--- config.mk ---
export PLATFORM = sky130hd
export DESIGN_NAME = pipe_stage_skid_flat
export DESIGN_NICKNAME = d
export VERILOG_FILES = /design/src/rtl/pipe_pkg.sv /design/src/rtl/pipe_stage_skid_if.sv /design/src/rtl/sat_counter.sv /design/src/rtl/pipe_stage_skid.sv /design/src/flat_wrapper.sv
export SDC_FILE = /design/constraint.sdc
export NUM_CORES = 1
export LEC_CHECK = 0
export BUFFER_PORTS_ARGS = -buffer_cell sky130_fd_sc_hd__clkbuf_2
export CAP_MARGIN = 20
export CORE_MARGIN = 2
export CORE_UTILIZATION = 30
export CTS_BUF_LIST = sky130_fd_sc_hd__clkbuf_4
export DETAILED_ROUTE_END_ITERATION = 8
export PLACE_DENSITY = 0.51
export SYNTH_ARGS = -nofsm -noshare
export SYNTH_HDL_FRONTEND = slang
export SYNTH_SLANG_ARGS = --single-unit
--- constraint.sdc ---
create_clock -name clk -period 2.08 [get_ports clk]
set_input_delay 0.208 -clock clk [delete_from_list [all_inputs] [get_ports clk]]
set_output_delay 0.208 -clock clk [all_outputs]
set_load 0.02 [all_outputs]
--- src/rtl/pipe_pkg.sv ---
// pipe_pkg: shared pipeline-register state encoding and per-stage bundle constants
package pipe_pkg;
  typedef enum logic [1:0] {EMPTY = 2'd0, ONE = 2'd1, TWO = 2'd2} state_t;
  localparam int IF_ID_W = 33;
  localparam logic [IF_ID_W-1:0] IF_ID_KEEP = {32'hFFFF_FFFF, 1'b0};
  localparam int ID_EX_W = 48;
  localparam logic [ID_EX_W-1:0] ID_EX_KEEP = {2'b11, 46'd0};
endpackage

--- src/rtl/pipe_stage_skid_if.sv ---
// pipe_stage_skid_if: valid/ready/data bundle link between two stages
interface pipe_stage_skid_if #(parameter int DATA_W = 16);
  logic valid;
  logic ready;
  logic [DATA_W-1:0] data;
  modport master(output valid, data, input ready);
  modport slave(input valid, data, output ready);
endinterface

--- src/rtl/sat_counter.sv ---
// sat_counter: saturating event counter with synchronous clear taking priority
module sat_counter #(parameter int CNT_W = 16) (
  input  logic clk,
  input  logic rst_n,
  input  logic inc,
  input  logic clr,
  output logic [CNT_W-1:0] cnt
);
  always_ff @(posedge clk or negedge rst_n)
    if (!rst_n) cnt <= '0;
    else if (clr) cnt <= '0;
    else if (inc && cnt != '1) cnt <= cnt + CNT_W'(1);
endmodule

--- src/rtl/pipe_stage_skid.sv ---
// pipe_stage_skid: valid/ready pipeline register with 2-entry skid, bubble-inserting flush
// and a saturating backpressure counter
module pipe_stage_skid
  import pipe_pkg::*;
#(
  parameter int DATA_W = 16,
  parameter logic [DATA_W-1:0] NOP_VALUE = '0,
  parameter logic [DATA_W-1:0] KEEP_MASK = '0,
  parameter int CNT_W = 16
) (
  input  logic clk,
  input  logic rst_n,
  input  logic flush,
  input  logic clr_stats,
  pipe_stage_skid_if.slave  up,
  pipe_stage_skid_if.master dn,
  output logic [1:0] occupancy,
  output logic [CNT_W-1:0] stall_cycles
);
  state_t state, state_n;
  logic [DATA_W-1:0] main_q, main_n, skid_q, skid_n;
  logic in_fire, out_fire;
  // handshake outputs decode only the state register, so ready never depends on out_ready
  assign up.ready  = state != TWO;
  assign dn.valid  = state != EMPTY;
  assign dn.data   = main_q;
  assign occupancy = state;
  assign in_fire   = up.valid & up.ready;
  assign out_fire  = dn.valid & dn.ready;
  always_ff @(posedge clk or negedge rst_n)
    if (!rst_n) begin
      state  <= EMPTY;
      main_q <= NOP_VALUE;
      skid_q <= NOP_VALUE;
    end else begin
      state  <= state_n;
      main_q <= main_n;
      skid_q <= skid_n;
    end
  always_comb begin
    state_n = state;
    main_n  = main_q;
    skid_n  = skid_q;
    if (flush) begin
      state_n = EMPTY;
      main_n  = (up.data & KEEP_MASK) | (NOP_VALUE & ~KEEP_MASK);
      skid_n  = NOP_VALUE;
    end else begin
      case (state)
        EMPTY: if (in_fire) begin
          state_n = ONE;
          main_n  = up.data;
        end
        ONE: if (in_fire && out_fire) main_n = up.data;
        else if (in_fire) begin
          state_n = TWO;
          skid_n  = up.data;
        end else if (out_fire) begin
          state_n = EMPTY;
          main_n  = NOP_VALUE;
        end
        TWO: if (out_fire) begin
          state_n = ONE;
          main_n  = skid_q;
          skid_n  = NOP_VALUE;
        end
        default: state_n = EMPTY;
      endcase
    end
  end
  sat_counter #(.CNT_W(CNT_W)) u_stall (
    .clk(clk),
    .rst_n(rst_n),
    .inc(dn.valid & ~dn.ready),
    .clr(clr_stats),
    .cnt(stall_cycles)
  );
endmodule

--- src/flat_wrapper.sv ---
// flat-port wrapper written by rule: the top's interface ports become plain ports
module pipe_stage_skid_flat import pipe_pkg::*;
#(
  parameter int DATA_W = 16,
  parameter logic [DATA_W-1:0] NOP_VALUE = '0,
  parameter logic [DATA_W-1:0] KEEP_MASK = '0,
  parameter int CNT_W = 16
)
  (clk, rst_n, flush, clr_stats, occupancy, stall_cycles, up_valid, up_data, up_ready, dn_valid, dn_data, dn_ready);
  pipe_stage_skid_if #(.DATA_W(DATA_W)) up_i ();
  pipe_stage_skid_if #(.DATA_W(DATA_W)) dn_i ();
  input  logic clk;
  input  logic rst_n;
  input  logic flush;
  input  logic clr_stats;
  output logic [1:0] occupancy;
  output logic [CNT_W-1:0] stall_cycles;
  input wire logic [$bits(up_i.valid)-1:0] up_valid;
  input wire logic [$bits(up_i.data)-1:0] up_data;
  output wire logic [$bits(up_i.ready)-1:0] up_ready;
  output wire logic [$bits(dn_i.valid)-1:0] dn_valid;
  output wire logic [$bits(dn_i.data)-1:0] dn_data;
  input wire logic [$bits(dn_i.ready)-1:0] dn_ready;
  assign up_i.valid = up_valid;
  assign up_i.data = up_data;
  assign up_ready = up_i.ready;
  assign dn_valid = dn_i.valid;
  assign dn_data = dn_i.data;
  assign dn_i.ready = dn_ready;
  pipe_stage_skid #(.DATA_W(DATA_W), .NOP_VALUE(NOP_VALUE), .KEEP_MASK(KEEP_MASK), .CNT_W(CNT_W)) u_core (.clk(clk), .rst_n(rst_n), .flush(flush), .clr_stats(clr_stats), .up(up_i), .dn(dn_i), .occupancy(occupancy), .stall_cycles(stall_cycles));
endmodule
==> results of run 1 <==
cells by family (layout without fill, tap and decap cells):
kind of cell / after synthesis / in the layout / synth area share (%)
AO/OA/AOI/OAI: 74 / 74 / 20.3
adder cells (fa/ha/maj): 5 / 5 / 2.39
buffers and inverters: 24 / 87 / 4.45
flip-flops: 50 / 50 / 47.8
multiplexers: 9 / 9 / 3.82
AND/OR/NAND/NOR: 112 / 112 / 21.2
layout make-up:
type / instances / area [µm²]
clock buffers: 5 / 37.5
clock inverters: 3 / 45.0
fillers: 913 / 5420
inverters: 8 / 30.0
multi-input cells: 200 / 1260
flip-flops and latches: 50 / 1250
well taps: 108 / 135
repair buffers: 71 / 409
timing repair:
| action | 4_1_cts | 5_1_grt |
|---|---|---|
| buffers inserted | 0 | 0 |
| endpoints found under the setup margin | 0 | 2 |
| hold buffers | 1 | 0 |
| gates resized for setup | 0 | 3 |
| hold endpoints to repair | 50 | 0 |
metal layers:
layer  up-vias  track usage (%)  wire, µm
met1      1038             20.3      3210
met4         0             2.67        55
met2        71             21.9      3000
met5         -                0         0
li1       1111                -         -
met3         6             3.96       389
registers in the layout, summed over array words and instances (netlist names):
name,cells
u_core.dn.data,16
u_core.occupancy,2
u_core.skid_q,16
u_core.u_stall.cnt,16
layout by cell type (no fill, tap or decap), drive strengths merged, types with 3 or more instances in the layout:
cell,netlist,layout
inv,8,8
a31oi,3,3
ha,5,5
and2,4,4
dfrtp,50,50
clkbuf,9,62
o21ai,36,36
a41oi,3,3
nor3,7,7
nand2b,4,4
mux2,8,8
nor2b,7,7
nand4,3,3
a21oi,6,6
a211oi,4,4
nand2,53,53
nor2,15,15
buf,7,13
nand3,4,4
a32oi,16,16
power breakdown:
part / total [W] / leakage, nW / internal (W) / switching [W]
logic: 0.000636 / 0.744 / 0.000228 / 0.000408
clock network: 0.000588 / 0.0374 / 0.000253 / 0.000335
registers: 0.00113 / 0.671 / 0.00107 / 0.0000564
total: 0.00235 / 1.45 / 0.00155 / 0.000800
critical path, cell delays in order, from the launching register on:
cell and delay, ns:
dfrtp_1 0.42, inv_1 0.09, ha_2 0.23, and4bb_2 0.36, nand2_1 0.09, a31oi_1 0.26, mux2_2 0.37
stage by stage:
step / power, W / setup WS [ns] / cell area (µm²) / instances / util [%]
2_1_floorplan: 0.00154 / 0.0717 / 2620 / 274 / -
3_3_place_gp: 0.00178 / 0.0923 / 3050 / 435 / 35.5
3_5_place_dp: 0.00179 / 0.0579 / 3050 / 435 / 35.5
4_1_cts: 0.00238 / 0.0281 / 3150 / 444 / 36.6
5_1_grt: 0.00249 / 0.0462 / 3170 / 445 / 36.9
6_report: 0.00235 / 0.165 / 3170 / 445 / 36.9
worst paths after layout:
| path | slack [ns] | end | cells after the start | start |
|---|---|---|---|---|
| max | 0.16 | u_core.u_stall.cnt[5] | 6 | u_core.occupancy[1] |
| min | 0.04 | u_core.skid_q[14] | 3 | up_data[14] |
| max reg2reg | 0.16 | u_core.u_stall.cnt[5] | 6 | u_core.occupancy[1] |
| min reg2reg | 0.50 | u_core.skid_q[1] | 2 | u_core.skid_q[1] |
| max in group asynchronous | 1.17 | u_core.dn.data[6] | 3 | rst_n |
| min in group asynchronous | 0.47 | u_core.u_stall.cnt[2] | 3 | rst_n |
==> reports/metrics.cfg, run 1 <==
[run_status]
status = finished clean

[routing]
wl_per_cell_um = 15.0
drt_iter0_drc = 123
wl_mm = 6.65
vias_per_cell = 5.00
vias = 2226
drc = 0
detail-route-antenna-nets = 0
firstDrtPassIters = 4

[logic_synthesis]
yosys.area.top_type = dfrtp_1
synthesis.nets = 301
synth_cell_type_count = 45
yosys_warnings = 0
syn_area_um2 = 2620
ys_top_cells_by_area = dfrtp_1, nand2_1, a32oi_1
synth_edf_count = 0
synth_most_common_cell = nand2_1
netlist_top_cells_count = nand2_1, dfrtp_1, o21ai_0, a32oi_1, nor2_1
netlist.area_leader.share_pct = 47.8
syn_inst = 274
async_flop_share_pct = 100
synthFlopType = dfrtp_1
ys_ff_latch = 50
syn_avg_cell_area_um2 = 9.55
ys_seq_area_share_pct = 47.8

[global_routing]
overflow = 0
grt_pass1_vias = 2218
antenna_found_initial = 0
grt_usage_pct = 14.2
grt_max_degree = 51
grt_pass1_wl_mm = 11.2

[cts]
cts_root_buf = clkbuf_4
clkSlewWorstSetupHoldPaths_ns = 0.16
h-tree-depth = 2
clk_path_buf_depth = 2
clkSinkCount = 50
cts_tree = yes
insertion_delay_ns = 0.37
cts_inserted_buffers = 5

[die]
num_rows = 34
ioPinCount = 58
dieArea_um2 = 9490
core_um2 = 8590
die_h_um = 97.4
start_util_pct = 30.5
dieWidth_um = 97.4

[sta]
fin_crit_ns = 1.92
tightest_slew_ns = 0.662
maxSlewHeadroom_pct = 55.9
clock_skew_ns = 0.0129
timing.fmax_ghz = 0.522
whs_ns = 0.0407
rsz0062_at_grt = no
finalCritPeriodShare_pct = 92.1
hold_viol_final = 0
final-max-slew-violation-count = 0
finalSetupViolCount = 0
fin_setup_tns_ns = 0

[worst_setup_path]
end_kind = flop
required_ns = 2.35
crit_path_start_kind = flop
path_class = flop to flop
cp_max_fo = 8
cp.arrival_ns = 2.19

[finish]
synthToLayoutAreaGrowth_pct = 21.2
diodes = 0
nNetsFinal = 363
drive_gt1_share_pct = 30.9

[power_and_ir_drop]
power_density_nw_per_um2 = 741
vdd_drop_max_uv = 352
p_leak_nw = 1.45

[job]
cap_violations = 0

[placed_design]
hpwlAfterDp_mm = 4.66
gp_congestion = 0.855
io_buffers = 57

[worst_hold_path]
hp-class = primary input to flop

No activity file was read; power rests on OpenSTA's default activity.
==> run 2: changes to the inputs <==
- GPL_TIMING_DRIVEN: default -> 0
- SETUP_SLACK_MARGIN: default -> 0.4
- clock period: 2.08 -> 1.8 ns (I/O delays scaled with it)
==> reports/metrics.cfg, run 2 (synthesis gave the netlist of run 1 again) <==
[worst_setup_path]
path_cells = inv_4, ha_4, buf_8, and4bb_4, nand2_4, a31oi_4, mux2_4
end_kind = flop
crit_start = u_core.occupancy[0]
path_buf_inv = 2
cp.arrival_ns = 2.13
path_class = flop to flop
crit_path_start_kind = flop
cp_max_fo = 8
slowest_stage = dfrtp_2
crit_family = simple AND/OR/NAND/NOR gates
slowest_delay_ns = 0.44
required_ns = 2.07
r2r-start = u_core.occupancy[0]
rrSetupSlack_ns = -0.06

[sta]
maxSlewHeadroom_pct = 60.1
timing.fmax_ghz = 0.537
final-max-slew-violation-count = 0
clock_skew_ns = 0.00956
finalCritPeriodShare_pct = 103
hold_viol_final = 0
fin_ws_ns = -0.0605
fin_crit_ns = 1.86
rsz0062_at_grt = yes
whs_ns = 0.0168
finalSetupViolCount = 33
tightest_slew_ns = 0.598

[finish]
layout.cells.non_filler = 488
nNetsFinal = 406
drive_gt1_share_pct = 50.0
stdcell_area_um2 = 3930
final_cell_mix = clkbuf_2, nand2_1, dfrtp_1
final_common_cell = clkbuf_2
synthToLayoutAreaGrowth_pct = 50.3
diodes = 0

[routing]
firstDrtPassIters = 4
detail-route-antenna-nets = 0
drc = 0
wl_per_cell_um = 16.1
vias_per_cell = 5.11
drt_iter0_drc = 102
vias = 2496
wl_mm = 7.87

[worst_hold_path]
hp-start = up_data[13]
hp-class = primary input to flop

[placed_design]
post-place-cells = 440
gp_congestion = 0.779
hpwlAfterDp_mm = 4.90
placed_area_um2 = 3150
io_buffers = 57

[global_routing]
grt_usage_pct = 16.5
grt_pass1_wl_mm = 12.8
overflow = 0
antenna_found_initial = 0
grt_pass1_vias = 2503
grt_max_degree = 31

[job]
cap_violations = 0

[power_and_ir_drop]
pwr-share-clk_pct = 19.0
sw_frac_of_total_pct = 36.2
total_power_w = 0.00289
p_int_w = 0.00184
net-switching-power_w = 0.00105
combPwrFrac_pct = 35.7
p_leak_nw = 1.76
seqPwrFrac_pct = 45.3
power_density_nw_per_um2 = 735
vdd_drop_max_uv = 337

[die]
start_util_pct = 30.5
core_um2 = 8590
die_h_um = 97.4
ioPinCount = 58
num_rows = 34
dieArea_um2 = 9490
dieWidth_um = 97.4

[cts]
cts_tree = yes
clkSlewWorstSetupHoldPaths_ns = 0.15
h-tree-depth = 2
clkSinkCount = 50
cts_inserted_buffers = 5
cts_root_buf = clkbuf_4
clk_path_buf_depth = 2
insertion_delay_ns = 0.38

[run_status]
violations = negative setup slack
status = complete, but fails checks

[run 2: timing repair]
action                                  4_1_cts  5_1_grt
hold buffers                                  2        0
pin swaps                                    17       10
resized for setup                            61       42
buffers inserted                             25       12
cloned                                        1        0
endpoints found under the setup margin       52       54
hold endpoints to repair                     21        0
[run 2: path summary, 6_finish.rpt]
check                                    endpoint  depth (start not counted)
setup / recovery            u_core.u_stall.cnt[5]                          7
hold / removal                  u_core.skid_q[13]                          3
setup reg to reg            u_core.u_stall.cnt[5]                          7
hold reg to reg                 u_core.dn.data[7]                          2
max in group asynchronous  u_core.u_stall.cnt[12]                          3
min in group asynchronous   u_core.u_stall.cnt[3]                          2
[run 2: worst reg2reg max path, delay by kind of cell, from the launching register on]
family                     cells  cell delay, ns
DFF                            1            0.44
adders and majority gates      1            0.16
muxes                          1            0.32
and+or+nand+nor                2            0.45
buffers and inverters          2            0.18
AOI/OAI and AO/OA              1            0.20
[run 2: metal layers]
metal  track usage [%]  up-vias  wire [µm]
met3              3.31       13        372
met2              26.1       74       3750
met4              4.06        0        114
met5                 0        -          0
li1                  -     1196          -
met1              23.3     1213       3630
[run 2: metrics by stage]
| stage | setup TNS, ns | util (%) | setup WS, ns |
|---|---|---|---|
| 4_1_cts | -0.744 | 42.9 | -0.0344 |
| 3_5_place_dp | -6.76 | 36.7 | -0.389 |
| 2_1_floorplan | -0.442 | - | -0.0388 |
| 6_report | -1.06 | 45.8 | -0.0605 |
| 5_1_grt | -4.56 | 45.8 | -0.154 |
| 3_3_place_gp | -6.13 | 36.4 | -0.373 |
[run 2: cell type report]
type,count,area [µm²]
Buffer,16,168
Clock buffer,5,37.5
Clock inverter,3,20.0
Fill cell,849,4660
Inverter,8,40.0
Multi-Input combinational cell,200,1560
Sequential cell,50,1260
Tap cell,108,135
Timing Repair Buffer,98,711
[run 2: power by group through the flow]
stage,Sequential [W],Clock [W],Combinational [W]
global placement,0.00133,0,0.000731
finish,0.00131,0.000549,0.00103
floorplan,0.00141,0,0.000395
global route,0.00133,0.000617,0.00113
detailed placement,0.00134,0,0.000741
CTS,0.00131,0.000585,0.000957
